--- src/rtl/regfile_wb_arbiter.sv ---
// rtl/regfile_wb_arbiter.sv - round-robin write-back arbiter for the register file write port
// Two small FIFOs (A = ALU, M = load) share one registered write port; hazard covers queued and in-flight writes.
module regfile_wb_arbiter #(
   parameter int DATA_W = 32,
   parameter int ADDR_W = 5,
   parameter int DEPTH  = 2
) (
   input  logic              clk,
   input  logic              rst,
   input  logic              a_valid,
   input  logic [ADDR_W-1:0] a_reg,
   input  logic [DATA_W-1:0] a_data,
   output logic              a_ready,
   input  logic              m_valid,
   input  logic [ADDR_W-1:0] m_reg,
   input  logic [DATA_W-1:0] m_data,
   output logic              m_ready,
   input  logic [ADDR_W-1:0] chk_reg1,
   input  logic [ADDR_W-1:0] chk_reg2,
   output logic              hazard,
   output logic [DATA_W-1:0] write_data,
   output logic [ADDR_W-1:0] write_reg,
   output logic              regwrite,
   output logic              idle
);
   localparam int PTR_W = (DEPTH > 1) ? $clog2(DEPTH) : 1;
   localparam int ENT_W = ADDR_W + DATA_W;

   logic [ENT_W-1:0]  mem_q    [2][DEPTH];
   logic [DEPTH-1:0]  vld_q    [2];
   logic [DEPTH-1:0]  vld_d    [2];
   logic [PTR_W-1:0]  wr_ptr_q [2];
   logic [PTR_W-1:0]  wr_ptr_d [2];
   logic [PTR_W-1:0]  rd_ptr_q [2];
   logic [PTR_W-1:0]  rd_ptr_d [2];
   logic [ENT_W-1:0]  push_ent [2];
   logic [ENT_W-1:0]  head_ent [2];
   logic [1:0]        full;
   logic [1:0]        head_vld;
   logic [1:0]        push;
   logic [1:0]        pop;
   logic              rr_q, rr_d;
   logic              regwrite_q, regwrite_d;
   logic [ADDR_W-1:0] write_reg_q, write_reg_d;
   logic [DATA_W-1:0] write_data_q, write_data_d;

   assign push_ent[0] = {a_reg, a_data};
   assign push_ent[1] = {m_reg, m_data};

   // Per-slot valid bits: the slot under wr_ptr being occupied means full.
   always_comb begin
      for (int s = 0; s < 2; s++) begin
         full[s]     = vld_q[s][wr_ptr_q[s]];
         head_vld[s] = vld_q[s][rd_ptr_q[s]];
         head_ent[s] = mem_q[s][rd_ptr_q[s]];
      end
   end

   assign a_ready = !full[0] && !rst;
   assign m_ready = !full[1] && !rst;
   assign push    = {m_valid && m_ready, a_valid && a_ready};

   always_comb begin
      pop = head_vld;
      if (&head_vld) begin
         pop = rr_q ? 2'b10 : 2'b01;
      end
      rr_d = rr_q;
      if (pop[0]) begin
         rr_d = 1'b1;
      end else if (pop[1]) begin
         rr_d = 1'b0;
      end
      regwrite_d   = |pop;
      write_reg_d  = write_reg_q;
      write_data_d = write_data_q;
      if (pop[0]) begin
         {write_reg_d, write_data_d} = head_ent[0];
      end else if (pop[1]) begin
         {write_reg_d, write_data_d} = head_ent[1];
      end
   end

   always_comb begin
      for (int s = 0; s < 2; s++) begin
         vld_d[s]    = vld_q[s];
         wr_ptr_d[s] = wr_ptr_q[s];
         rd_ptr_d[s] = rd_ptr_q[s];
         if (push[s]) begin
            vld_d[s][wr_ptr_q[s]] = 1'b1;
            wr_ptr_d[s]           = wr_ptr_q[s] + 1'b1;
         end
         if (pop[s]) begin
            vld_d[s][rd_ptr_q[s]] = 1'b0;
            rd_ptr_d[s]           = rd_ptr_q[s] + 1'b1;
         end
      end
   end

   always_ff @(posedge clk or posedge rst) begin
      if (rst) begin
         for (int s = 0; s < 2; s++) begin
            vld_q[s]    <= '0;
            wr_ptr_q[s] <= '0;
            rd_ptr_q[s] <= '0;
         end
         rr_q         <= 1'b0;
         regwrite_q   <= 1'b0;
         write_reg_q  <= '0;
         write_data_q <= '0;
      end else begin
         for (int s = 0; s < 2; s++) begin
            vld_q[s]    <= vld_d[s];
            wr_ptr_q[s] <= wr_ptr_d[s];
            rd_ptr_q[s] <= rd_ptr_d[s];
         end
         rr_q         <= rr_d;
         regwrite_q   <= regwrite_d;
         write_reg_q  <= write_reg_d;
         write_data_q <= write_data_d;
      end
   end

   // Payload needs no reset; only slots flagged in vld_q are ever read.
   always_ff @(posedge clk) begin
      for (int s = 0; s < 2; s++) begin
         if (push[s]) begin
            mem_q[s][wr_ptr_q[s]] <= push_ent[s];
         end
      end
   end

   always_comb begin
      hazard = regwrite_q && ((write_reg_q == chk_reg1) || (write_reg_q == chk_reg2));
      for (int s = 0; s < 2; s++) begin
         for (int i = 0; i < DEPTH; i++) begin
            if (vld_q[s][i] && ((mem_q[s][i][ENT_W-1 -: ADDR_W] == chk_reg1) ||
                                (mem_q[s][i][ENT_W-1 -: ADDR_W] == chk_reg2))) begin
               hazard = 1'b1;
            end
         end
      end
   end

   assign idle       = !(|vld_q[0]) && !(|vld_q[1]) && !regwrite_q;
   assign regwrite   = regwrite_q;
   assign write_reg  = write_reg_q;
   assign write_data = write_data_q;

endmodule
--- config.mk ---
export PLATFORM = sky130hd
export DESIGN_NAME = regfile_wb_arbiter
export DESIGN_NICKNAME = d
export VERILOG_FILES = /design/src/rtl/regfile_wb_arbiter.sv
export SDC_FILE = /design/constraint.sdc
export NUM_CORES = 1
export LEC_CHECK = 0
export ABC_AREA = 0
export CORE_MARGIN = 1
export CORE_UTILIZATION = 60
export CTS_CLUSTER_DIAMETER = 40
export DETAILED_ROUTE_END_ITERATION = 6
export DONT_BUFFER_PORTS = 1
export PLACE_DENSITY = 0.86
export SLEW_MARGIN = 30
export SYNTH_ARGS = -nofsm -noshare
export SYNTH_HDL_FRONTEND = slang
export SYNTH_SLANG_ARGS = --single-unit
--- constraint.sdc ---
create_clock -name clk -period 15.9 [get_ports clk]
set_input_delay 3.18 -clock clk [delete_from_list [all_inputs] [get_ports clk]]
set_output_delay 3.18 -clock clk [all_outputs]
set_load 0.01 [all_outputs]
==> implementation parameters <==
Parameter                              Value

Worst setup path
  Critical path fanouts, max ... 5
  CP required ... 12.72 ns
  Setup slack of the worst register-to-register path ... 13.41 ns
  Type of the worst setup path ... primary input to output pin
  Worst reg2reg endpoint ... write_reg[3]
  CP endpoint ... hazard
  Count of cells along the worst register-to-register path ... 6
  Source of the worst register-to-register timing path ... vld_q[0]
  Worst setup SP type ... primary input
  Element type at the critical path end ... output pin
  Worst setup path start ... chk_reg1[4]
  Data arrival, critical path ... 4.09 ns

Timing
  Final Hold Fails ... 0
  Peak Freq ... 138 MHz
  Final setup TNS ... 0 ns
  Worst clock skew ... 0.0125 ns
  Final Cycle Share ... 45.7%
  RSZ-0062 raised after global routing ... false
  Final Hold Slack ... 0.521 ns
  Total setup violations reported at the end of the flow ... 0
  Count of final max-slew check failures ... 0
  Min cycle time layout ... 7.27 ns
  Transition time of the tightest slew-check pin ... 0.866 ns
  Slew Limit Headroom ... 42.2%

Synthesis
  Syn Area/Cell ... 14.8 µm²
  Mapped Area ... 7810 µm²
  Syn nets ... 616
  Flip-flop and latch count after synthesis ... 195
  Count of unique library cells instantiated by Yosys ... 32
  Leading cell types by total area after synthesis ... edfxtp_1, dfrtp_1, mux2i_1
  Async S/R FF share, synth ... 24.1%
  Top cell type's share of synthesized area ... 56.9%
  EDFF count, synth ... 148
  Cell accounting for the most synthesized area ... edfxtp_1
  Sequential element share of the synthesized area ... 72.0%
  Synthesized netlist cell count ... 528
  Most repeated cell in the gate-level netlist after synthesis ... edfxtp_1
  Primary flip-flop cell chosen by synthesis mapping ... edfxtp_1
  Number of warnings reported in the yosys synthesis log ... 0
  Synth top cells by count ... edfxtp_1, dfrtp_1, nor2_1

GRT
  Pin count of the biggest net entering global routing ... 48
  Vias in the first global route ... 4498
  Wire length of the first global-routing pass ... 23.7 mm
  Global-route usage over all layers ... 24.8%
  Initial antenna violation count ... 0
  Congestion Overflow GR ... 0

Clocking
  Hold Buf Count CTS ... 0
  Total setup buffers inserted after CTS ... 0
  Htree depth ... 4
  Insertion delay to the later sink of the worst-skew pair ... 0.43 ns
  CTS Root Buffer Type ... clkbuf_16
  Buffer depth of the longest clock path ... 2
  Clock tree sinks ... 195
  Clk slew on worst S/H paths ... 0.07 ns
  Total clock buffers created by CTS ... 17
  Total of cells resized after clock tree synthesis ... 0
  CTS tree ... built

Power and ir drop
  Peak supply drop ... 0.167 mV
  Total power divided by cell area ... 194 nW/µm²
  LEAKAGE ... 3.11 nW

Final layout
  Max reg flops ... 148
  Finished Cell Area ... 8560 µm²
  Number of antenna repair diodes ... 0
  Fill cell instance count of the final layout ... 866
  FF/Latch Area ... 5620 µm²
  Area growth, synth to finish ... 9.66%
  Share of final-layout standard cells stronger than drive strength 1 ... 9.21%
  Area taken by multi-input logic gates ... 2020 µm²
  Number of nets at the end of the flow ... 607
  Finished Core Util ... 67.6%

Route
  DRT Pass-1 Iters ... 4
  Initial drt markers ... 298
  Routed via count ... 4340
  Via-to-Cell Ratio ... 6.16
  Total wirelength of the detailed-routed design ... 15.8 mm
  Total DRC errors in the routed layout ... 0
  Routed length per placed instance ... 22.5 µm
  Antenna viol nets, final ... 0

Floorplan
  Width of the die ... 116 µm
  Y dimension of the die ... 116 µm
  Io pins ... 130
  Starting density of the core ... 61.6%
  Die area ... 13500 µm²
  Cell Rows ... 41
  Core Region ... 12700 µm²

Hold path
  Path class of the lowest-slack min-delay path ... flop to flop

Placement
  IO buf count ... 0
  Routability congestion estimate from global placement ... 0.880
  Post-DP HPWL ... 9.84 mm
  Cell area reported after detailed placement ... 7930 µm²

Job
  Max cap viols ... 0

Status
  Status ... finished clean
[metal layers]
metal  GRT usage (%)  up-vias  routed length, µm
li1                -     1940                  -
met1            29.4     2202               6040
met2            42.1      175               8310
met3            8.47       23               1230
met4            9.57        0                259
met5               0        -                  0
[worst max-delay path, cell delays in order]
cell     delay, ns
xor2_1        0.15
nor4_1        0.35
nand3_1       0.10
and4_1        0.16
nand4_1       0.14
[report_power, final]
group          internal, mW  total, mW  switching [mW]
combinational         0.188      0.454           0.265
clock                 0.236      0.427           0.191
sequential            0.671      0.776           0.105
total                  1.10       1.66           0.562
[worst min-delay path by stage]
stage	startpoint	end	depth (start not counted)
floorplan	rr_q	rr_q	2
finish	mem_q[0][9]	write_data[9]	2
global route	mem_q[0][58]	write_data[21]	2
CTS	mem_q[0][9]	write_data[9]	2
detailed placement	rr_q	rr_q	2
global placement	rr_q	rr_q	2
[area by class of cell]
cell class | instances | area share [%]
tap | 172 | 2.51
multi-input combinational | 296 | 23.6
sequential | 195 | 65.7
inverter | 2 | 0.117
clock buffer | 17 | 4.97
timing repair buffer | 7 | 1.08
clock inverter | 15 | 2.05
[cells in the final DEF (no fill, tap or decap), drive strengths merged]
cell type / count
xnor2: 24
clkinvlp: 4
or4: 1
or2: 1
nor4b: 1
nand2b: 1
inv: 7
buf: 7
o21ai: 5
edfxtp: 148
xor2: 28
nor2b: 3
a21oi: 1
mux2i: 39
dfrtp: 47
and3: 4
a2bb2oi: 37
nor4: 4
clkbuf: 17
and4: 1
bufinv: 2
nand4: 1
nor2: 44
a211oi: 2
o21bai: 1
nand3: 10
a31oi: 38
nand2: 43
clkinv: 4
nor3: 6
a21o: 1
[through the flow]
step,setup WS [ns],total power [mW],instances
final,8.63,1.66,704
after global routing,8.58,1.74,704
after CTS,8.65,1.65,703
after detailed placement,8.65,1.23,671
after global placement,8.68,1.20,670
after floorplan,8.17,1.13,528
[kinds of logic after synthesis]
kind of cell    synth area share (%)
compound gates                  7.96
xor+xnor                        5.83
simple gates                    6.65
buf+inv                         2.52
mux                             5.05
flops                           72.0
(Power assumes the default switching activity.)
